[src/rtl/if_id_skid_stage.sv]
// IF/ID pipeline register with one-entry skid buffer.
// Registered handshake, flush discards with a saturating discard count.
module if_id_skid_stage #(
  parameter int unsigned       INST_W   = 8,
  parameter int unsigned       PC_W     = 8,
  parameter logic [INST_W-1:0] NOP_INST = '0,
  parameter int unsigned       CNT_W    = 8
) (
  input  logic              clock,
  input  logic              reset,
  input  logic              in_valid,
  output logic              in_ready,
  input  logic [INST_W-1:0] in_inst,
  input  logic [PC_W-1:0]   in_pc,
  input  logic              flush,
  output logic              out_valid,
  input  logic              out_ready,
  output logic [INST_W-1:0] out_inst,
  output logic [PC_W-1:0]   out_pc,
  output logic [1:0]        occupancy,
  output logic [CNT_W-1:0]  flush_discards
);

  typedef enum logic [1:0] {
    EMPTY = 2'd0,
    ONE   = 2'd1,
    FULL  = 2'd2
  } state_e;

  state_e              state_q, state_d;
  logic [INST_W-1:0]   head_inst_q, head_inst_d;
  logic [PC_W-1:0]     head_pc_q, head_pc_d;
  logic [INST_W-1:0]   skid_inst_q, skid_inst_d;
  logic [PC_W-1:0]     skid_pc_q, skid_pc_d;
  logic                in_ready_q, in_ready_d;
  logic                out_valid_q, out_valid_d;
  logic [CNT_W-1:0]    cnt_q, cnt_d;

  logic                xfer;
  logic                pop;
  logic [1:0]          dec;
  logic [CNT_W:0]      sum;

  assign xfer = in_valid & in_ready_q;
  assign pop  = out_valid_q & out_ready;

  // Entries lost to a flush: held ones minus the one decode took.
  assign dec = state_q - {1'b0, pop};
  assign sum = {1'b0, cnt_q} + (CNT_W+1)'(dec);

  always_comb begin
    state_d     = state_q;
    head_inst_d = head_inst_q;
    head_pc_d   = head_pc_q;
    skid_inst_d = skid_inst_q;
    skid_pc_d   = skid_pc_q;
    cnt_d       = cnt_q;

    if (flush) begin
      state_d = EMPTY;
      if (sum[CNT_W]) cnt_d = '1;
      else            cnt_d = sum[CNT_W-1:0];
    end else begin
      unique case (state_q)
        EMPTY: begin
          if (xfer) begin
            state_d     = ONE;
            head_inst_d = in_inst;
            head_pc_d   = in_pc;
          end
        end
        ONE: begin
          if (xfer && !pop) begin
            state_d     = FULL;
            skid_inst_d = in_inst;
            skid_pc_d   = in_pc;
          end else if (!xfer && pop) begin
            state_d = EMPTY;
          end else if (xfer && pop) begin
            head_inst_d = in_inst;
            head_pc_d   = in_pc;
          end
        end
        FULL: begin
          if (pop) begin
            state_d     = ONE;
            head_inst_d = skid_inst_q;
            head_pc_d   = skid_pc_q;
          end
        end
        default: state_d = EMPTY;
      endcase
    end

    if (state_d == EMPTY) begin
      head_inst_d = NOP_INST;
      head_pc_d   = '0;
      skid_inst_d = '0;
      skid_pc_d   = '0;
    end

    in_ready_d  = (state_d != FULL);
    out_valid_d = (state_d != EMPTY);
  end

  always_ff @(posedge clock or negedge reset) begin
    if (!reset) begin
      state_q     <= EMPTY;
      head_inst_q <= NOP_INST;
      head_pc_q   <= '0;
      skid_inst_q <= '0;
      skid_pc_q   <= '0;
      in_ready_q  <= 1'b0;
      out_valid_q <= 1'b0;
      cnt_q       <= '0;
    end else begin
      state_q     <= state_d;
      head_inst_q <= head_inst_d;
      head_pc_q   <= head_pc_d;
      skid_inst_q <= skid_inst_d;
      skid_pc_q   <= skid_pc_d;
      in_ready_q  <= in_ready_d;
      out_valid_q <= out_valid_d;
      cnt_q       <= cnt_d;
    end
  end

  assign in_ready       = in_ready_q;
  assign out_valid      = out_valid_q;
  assign out_inst       = head_inst_q;
  assign out_pc         = head_pc_q;
  assign occupancy      = state_q;
  assign flush_discards = cnt_q;

endmodule

[config.mk]
export PLATFORM = sky130hd
export DESIGN_NAME = if_id_skid_stage
export DESIGN_NICKNAME = d
export VERILOG_FILES = /design/src/rtl/if_id_skid_stage.sv
export SDC_FILE = /design/constraint.sdc
export NUM_CORES = 1
export LEC_CHECK = 0
export CELL_PAD_IN_SITES_DETAIL_PLACEMENT = 0
export CELL_PAD_IN_SITES_GLOBAL_PLACEMENT = 1
export CORE_MARGIN = 2
export CORE_UTILIZATION = 26
export CTS_BUF_LIST = sky130_fd_sc_hd__clkbuf_8
export CTS_CLUSTER_DIAMETER = 80
export DETAILED_ROUTE_END_ITERATION = 8
export PLACE_DENSITY_LB_ADDON = 0.1
export SYNTH_ARGS = -nofsm -noshare
export SYNTH_HDL_FRONTEND = slang
export SYNTH_SLANG_ARGS = --single-unit
[constraint.sdc]
create_clock -name clock -period 2.9 [get_ports clock]
set_clock_uncertainty 0.15 [all_clocks]
set_input_delay 0.435 -clock clock [delete_from_list [all_inputs] [get_ports clock]]
set_output_delay 0.435 -clock clock [all_outputs]
set_load 0.02 [all_outputs]
==> flow_summary.yaml, run 1 <==
route:
  wl_per_cell_um: 14.3
  route.detailed.drc: 0
  wirelength_mm: 5.27
  first_pass_iters: 4
  via_per_inst: 4.57
  via_count: 1680
  drtIter0Drc: 58
  ant_nets: 0
global_route:
  antenna_found_initial: 0
  grt_pass1_wl_mm: 8.59
  gr-usage-met2_pct: 18.8
  use_met3_pct: 2.82
  grt_max_degree: 45
  busiest_layer: "met2"
  gr-usage-all-layers_pct: 12.3
  overflow: 0
  use_met1_pct: 17.4
  first_global_vias: 1674
critical_path:
  crit_family: "buffers and inverters"
  crit_path_frequent_cell: "ha_1"
  path_max_fanout: 4
  worst-path-buf-inv: 2
  cp_cell_sequence: "clkdlybuf4s50_1 -> nand2_2 -> inv_2 -> ha_1 -> xor2_1 -> ha_1 -> a21oi_1 -> nor2_1 -> and3_1 -> mux2_2"
  path_class: "input pin to register"
  max_stage_delay_ns: 0.50
  crit_required_ns: 2.92
  r2r_start: "occupancy[0]"
  crit_start: "out_ready"
  critPathArrivalTime_ns: 2.48
  endpoint_kind: "register"
  cp-start-kind: "input pin"
  slowest_stage: "clkdlybuf4s50_1"
synthesis:
  synth_compound_area_share_pct: 17.2
  synth_area_um2: 2190
  yosys.area.top_type_share_pct: 50.2
  yosysSeqAreaShare_pct: 50.2
  synth_area_leaders: "dfrtp_1 50%, mux2i_1 8.7%, a211oi_2 7.4%"
  synth_area_per_cell_um2: 10.3
  synth-edff-count: 0
  ys.flop_type: "dfrtp_1"
  synth_cells: 213
  synthXorXnorAreaFrac_pct: 0.799
  synth-async-reset-ratio_pct: 100
  synthAdderAreaFrac_pct: 3.19
  yosysUniqueCellTypes: 33
  synth_fp_nets: 239
  ys_ff_latch: 44
  yosysWarnings: 0
  synthSimpleGateAreaFrac_pct: 15.2
  synth_mux_area_share_pct: 9.70
  yosys.area.top_type: "dfrtp_1"
  synth_top_family_by_area: "compound AO/OA/AOI/OAI gates"
timing:
  tightest_slew_ns: 0.902
  slew_viol_final: 0
  hold_viol_final: 0
  setup_viol: 0
  setup_tns_ns: 0
  min_period_ns: 2.45
  fmax_ghz: 0.408
  finalCritPeriodShare_pct: 84.5
  slew_headroom_pct: 39.8
  rsz0062_at_grt: "false"
floorplanning:
  die-height_um: 95.8
  io_pins: 49
  die-area_um2: 9190
  fp.coreArea_um2: 8220
  die_x_um: 95.8
  start_util_pct: 26.7
  rows: 33
clock_network:
  cts_max_level: 2
  cts_made_buffers: 5
  ctsResizeCount: 0
  root_buffer: "clkbuf_8"
  post-cts-setup-buffer-count: 0
  cts_sinks: 44
  path_clk_slew_ns: 0.08
  holdBufCountCts: 0
  cts_tree: "done"
  clockBufferDepth: 2
  clkLatencyLatePin_ns: 0.29
power_and_ir_drop:
  p_per_area_nw_per_um2: 635
  p_leak_nw: 1.31
  p_total_w: 0.00186
  ir_drop_uv: 240
placement:
  port_buffers: 48
  hpwl_mm: 3.40
  gp_congestion: 0.725
final_layout:
  fin_nets: 289
  insertedDiodeCount: 0
  layout_commonest_cell: "clkdlybuf4s50_1"
  mostFrequentLayoutCells: "47 x clkdlybuf4s50_1, 44 x dfrtp_1, 42 x nand2_1, 23 x a21oi_1, 22 x nor2_1"
  utilization_pct: 35.6
  syn_to_final_growth_pct: 33.3
  layout-drive-gt1-share_pct: 13.3
  n_fill_cell: 849
worst_hold_path:
  hp-class: "input pin to asynchronous set/reset pin"
run:
  cap_violations: 0
status:
  status: "completed"
## where the power goes
group	switching [W]	internal [W]	total (W)	leakage, nW
clock	0.000212	0.000339	0.000552	0.0642
sequential	0.0000771	0.000685	0.000762	0.588
combinational	0.000292	0.000251	0.000543	0.660
## state kept, by name, summed over array words and instances (netlist names)
signal and flops:
flush_discards 8, in_ready 1, occupancy 2, out_inst 8, out_pc 8, out_valid 1, skid_inst_q 8, skid_pc_q 8
## per-layer routing
layer / up-vias / routed length, µm
li1: 832 / -
met4: 0 / 28
met3: 2 / 260
met2: 34 / 2420
met1: 812 / 2560
met5: - / 0
## cell type report
cell class / instances / area (µm²) / share of cell area [%]
Timing Repair Buffer: 55 / 528 / 18.1
Inverter: 3 / 11.3 / 0.385
Sequential cell: 44 / 1100 / 37.7
Clock inverter: 2 / 60.1 / 2.05
Multi-Input combinational cell: 154 / 1020 / 35.0
Clock buffer: 5 / 68.8 / 2.35
Tap cell: 105 / 131 / 4.49
## worst paths after layout
kind / endpoint / slack [ns] / cells after the start
setup / recovery: flush_discards[7] / 0.45 / 10
hold / removal: occupancy[0] / 0.07 / 2
setup reg to reg: flush_discards[5] / 0.58 / 7
hold reg to reg: skid_pc_q[3] / 0.37 / 2
max in group asynchronous: out_pc[0] / 2.12 / 2
min in group clock: skid_pc_q[3] / 0.37 / 2
## metrics by stage
| stage | hold WS (ns) | cells | worst slack [ns] | cell area [µm²] |
|---|---|---|---|---|
| 2_1_floorplan | -0.0106 | 213 | 0.633 | 2190 |
| 3_3_place_gp | 0.359 | 361 | 0.172 | 2800 |
| 3_5_place_dp | 0.365 | 361 | 0.127 | 2800 |
| 4_1_cts | 0.0916 | 368 | 0.434 | 2920 |
| 5_1_grt | 0.117 | 368 | 0.270 | 2920 |
| 6_report | 0.0688 | 368 | 0.449 | 2920 |
## worst reg2reg max path, stage by stage (launching register included)
cell	delay (ns)
dfrtp_1	0.46
inv_1	0.12
ha_1	0.31
ha_1	0.21
fa_1	0.42
nand3_1	0.18
o21ai_0	0.10
mux2_2	0.26
## kinds of logic after synthesis
group | after synthesis
compound gates | 48
xor+xnor | 2
fa+ha+maj | 5
buf+inv | 15
flops | 44
mux | 21
simple gates | 78
## synth_stat cells, drive strengths merged, types with 2 or more instances
cell type	n
a211oi	17
a21oi	23
and3	4
buf	9
clkbuf	3
dfrtp	44
ha	4
inv	3
mux2	2
mux2i	19
nand2	43
nand3	4
nor2	22
nor3	2
o21ai	2
No activity file was read; power rests on OpenSTA's default activity.
==> run 2: changes to the inputs <==
Clock period 2.9 ns to 2.2 ns, I/O delays scaled along.
==> run 2 against run 1 <==
- count of clock-buffer cells in the layout stayed put
- sequential share of layout area shrank 1.8 points
- first-iteration DRC count is 3.4% higher
- sequential cell count unchanged
- critical path depth down 1
- routed wire length is 1.7% higher
- die area unchanged
- setup slack got worse by 0.40 ns
- total power is 24% higher
- hold slack improved by 0.30 ns
- cell count grew 3.0%
- via count rose by 1.6%
- critical endpoint is now flush_discards[5]
- largest power group unchanged
==> flow_summary.yaml, run 2 (synthesis results as in run 1) <==
route:
  ant_nets: 0
  wl_met1_mm: 2.53
  wl_per_cell_um: 14.1
  first_pass_iters: 4
  wirelength_mm: 5.36
  top_layer: "met4"
  route.detailed.drc: 0
  via_per_inst: 4.50
  dr_wl_met2_mm: 2.52
  dr_wl_met3_um: 228
  drtIter0Drc: 60
  via_count: 1707
timing:
  fin_ws_ns: 0.0480
  min_period_ns: 2.15
  whs_ns: 0.373
  tightest_slew_ns: 0.329
  rsz0062_at_grt: "true"
  setup_tns_ns: 0
  setup_viol: 0
  fmax_ghz: 0.465
  slew_headroom_pct: 78.0
  finalCritPeriodShare_pct: 97.8
  slew_viol_final: 0
  hold_viol_final: 0
critical_path:
  crit_family: "simple AND/OR/NAND/NOR gates"
  path_max_fanout: 3
  cp_cell_sequence: "nand2_4 -> inv_4 -> ha_4 -> xor2_4 -> ha_1 -> a21oi_1 -> nor2_1 -> and3_1 -> mux2_4"
  critPathArrivalTime_ns: 2.19
  slowest_stage: "dfrtp_2"
  path_class: "register to register"
  cp-start-kind: "register"
  endpoint_kind: "register"
  max_stage_delay_ns: 0.44
  worst-path-buf-inv: 1
  crit_required_ns: 2.23
  r2r_slack_ns: 0.05
global_route:
  gr-usage-all-layers_pct: 12.5
  overflow: 0
  grt_max_degree: 45
  antenna_found_initial: 0
  grt_pass1_wl_mm: 8.69
  first_global_vias: 1678
placement:
  dpl_worst_slack_ns: -0.446
  port_buffers: 48
  placed_area_um2: 2920
  gp_congestion: 0.742
  hpwl_mm: 3.49
clock_network:
  clockBufferDepth: 2
  cts_max_level: 2
  path_clk_slew_ns: 0.09
  clkLatencyLatePin_ns: 0.30
  root_buffer: "clkbuf_8"
  cts_sinks: 44
  cts_tree: "done"
  cts_made_buffers: 5
run:
  cap_violations: 0
floorplanning:
  rows: 33
  fp.coreArea_um2: 8220
  io_pins: 49
  start_util_pct: 26.7
  die-height_um: 95.8
  die-area_um2: 9190
  die_x_um: 95.8
worst_hold_path:
  hp-class: "register to register"
final_layout:
  layout_commonest_cell: "clkdlybuf4s50_1"
  mostFrequentLayoutCells: "46 x clkdlybuf4s50_1, 42 x nand2_1, 42 x dfrtp_1, 23 x a21oi_1, 22 x nor2_1"
  final_area_um2: 3080
  syn_to_final_growth_pct: 40.2
  fin_nets: 299
  layout-drive-gt1-share_pct: 18.6
  insertedDiodeCount: 0
  n_fill_cell: 833
power_and_ir_drop:
  p_per_area_nw_per_um2: 748
  ir_drop_uv: 294
  p_leak_nw: 1.37
status:
  status: "completed"
run 2: cell types whose count changed in the layout (fill, tap and decap cells not counted), sizes merged:
cell / before / now
buf: 8 / 17
bufinv: 2 / 0
clkdlybuf4s50: 47 / 46
clkinv: 0 / 1
clkinvlp: 0 / 1
dlygate4sd2: 0 / 1
dlygate4sd3: 0 / 1
inv: 3 / 4
run 2: metal layers:
| layer | GRT usage [%] | vias to the layer above |
|---|---|---|
| met5 | 0 | - |
| met4 | 3.93 | 0 |
| met3 | 2.98 | 6 |
| met2 | 19.2 | 38 |
| met1 | 17.3 | 807 |
| li1 | - | 856 |
run 2: final cells by class:
cell class                 count  area (µm²)  share of cell area [%]
tap                          105         131                    4.27
clock buffer                   5        68.8                    2.24
multi-input combinational    154        1070                    34.9
inverter                       3        13.8                   0.448
clock inverter                 3        16.3                   0.529
timing repair buffer          65         667                    21.7
sequential                    44        1100                    35.9
run 2: through the flow:
step                      utilization (%)  power [W]  cells
after floorplan                         -    0.00143    213
after global placement               35.5    0.00181    368
after detailed placement             35.5    0.00181    368
after CTS                            37.0    0.00234    378
after global routing                 37.4    0.00247    379
final                                37.4    0.00230    379
run 2: final timing paths:
check                                from           endpoint  cells after the start
max                             out_valid  flush_discards[5]                      9
min                        skid_inst_q[7]     skid_inst_q[7]                      2
max reg2reg                     out_valid  flush_discards[5]                      9
min reg2reg                skid_inst_q[7]     skid_inst_q[7]                      2
max in group asynchronous           reset          out_valid                      3
min in group asynchronous           reset       occupancy[0]                      3
run 2: repair_timing:
item / in CTS / in global routing
pin swaps: 2 / 5
endpoints found under the setup margin: 7 / 3
hold endpoints to repair: 44 / 0
resized for setup: 5 / 6
buffers inserted: 1 / 1
hold buffers: 1 / 0
run 2: power by group:
| part | internal, W | switching, W | leakage [nW] |
|---|---|---|---|
| Sequential | 0.000904 | 0.0000997 | 0.586 |
| Clock | 0.000218 | 0.000283 | 0.0453 |
| Combinational | 0.000390 | 0.000407 | 0.742 |
| Total | 0.00151 | 0.000790 | 1.37 |
run 2: worst register-to-register path, stage by stage, from the launching register on:
cell,delay [ns]
dfrtp_2,0.44
nand2_4,0.09
inv_4,0.04
ha_4,0.16
xor2_4,0.16
ha_1,0.28
a21oi_1,0.05
nor2_1,0.17
and3_1,0.20
mux2_4,0.30
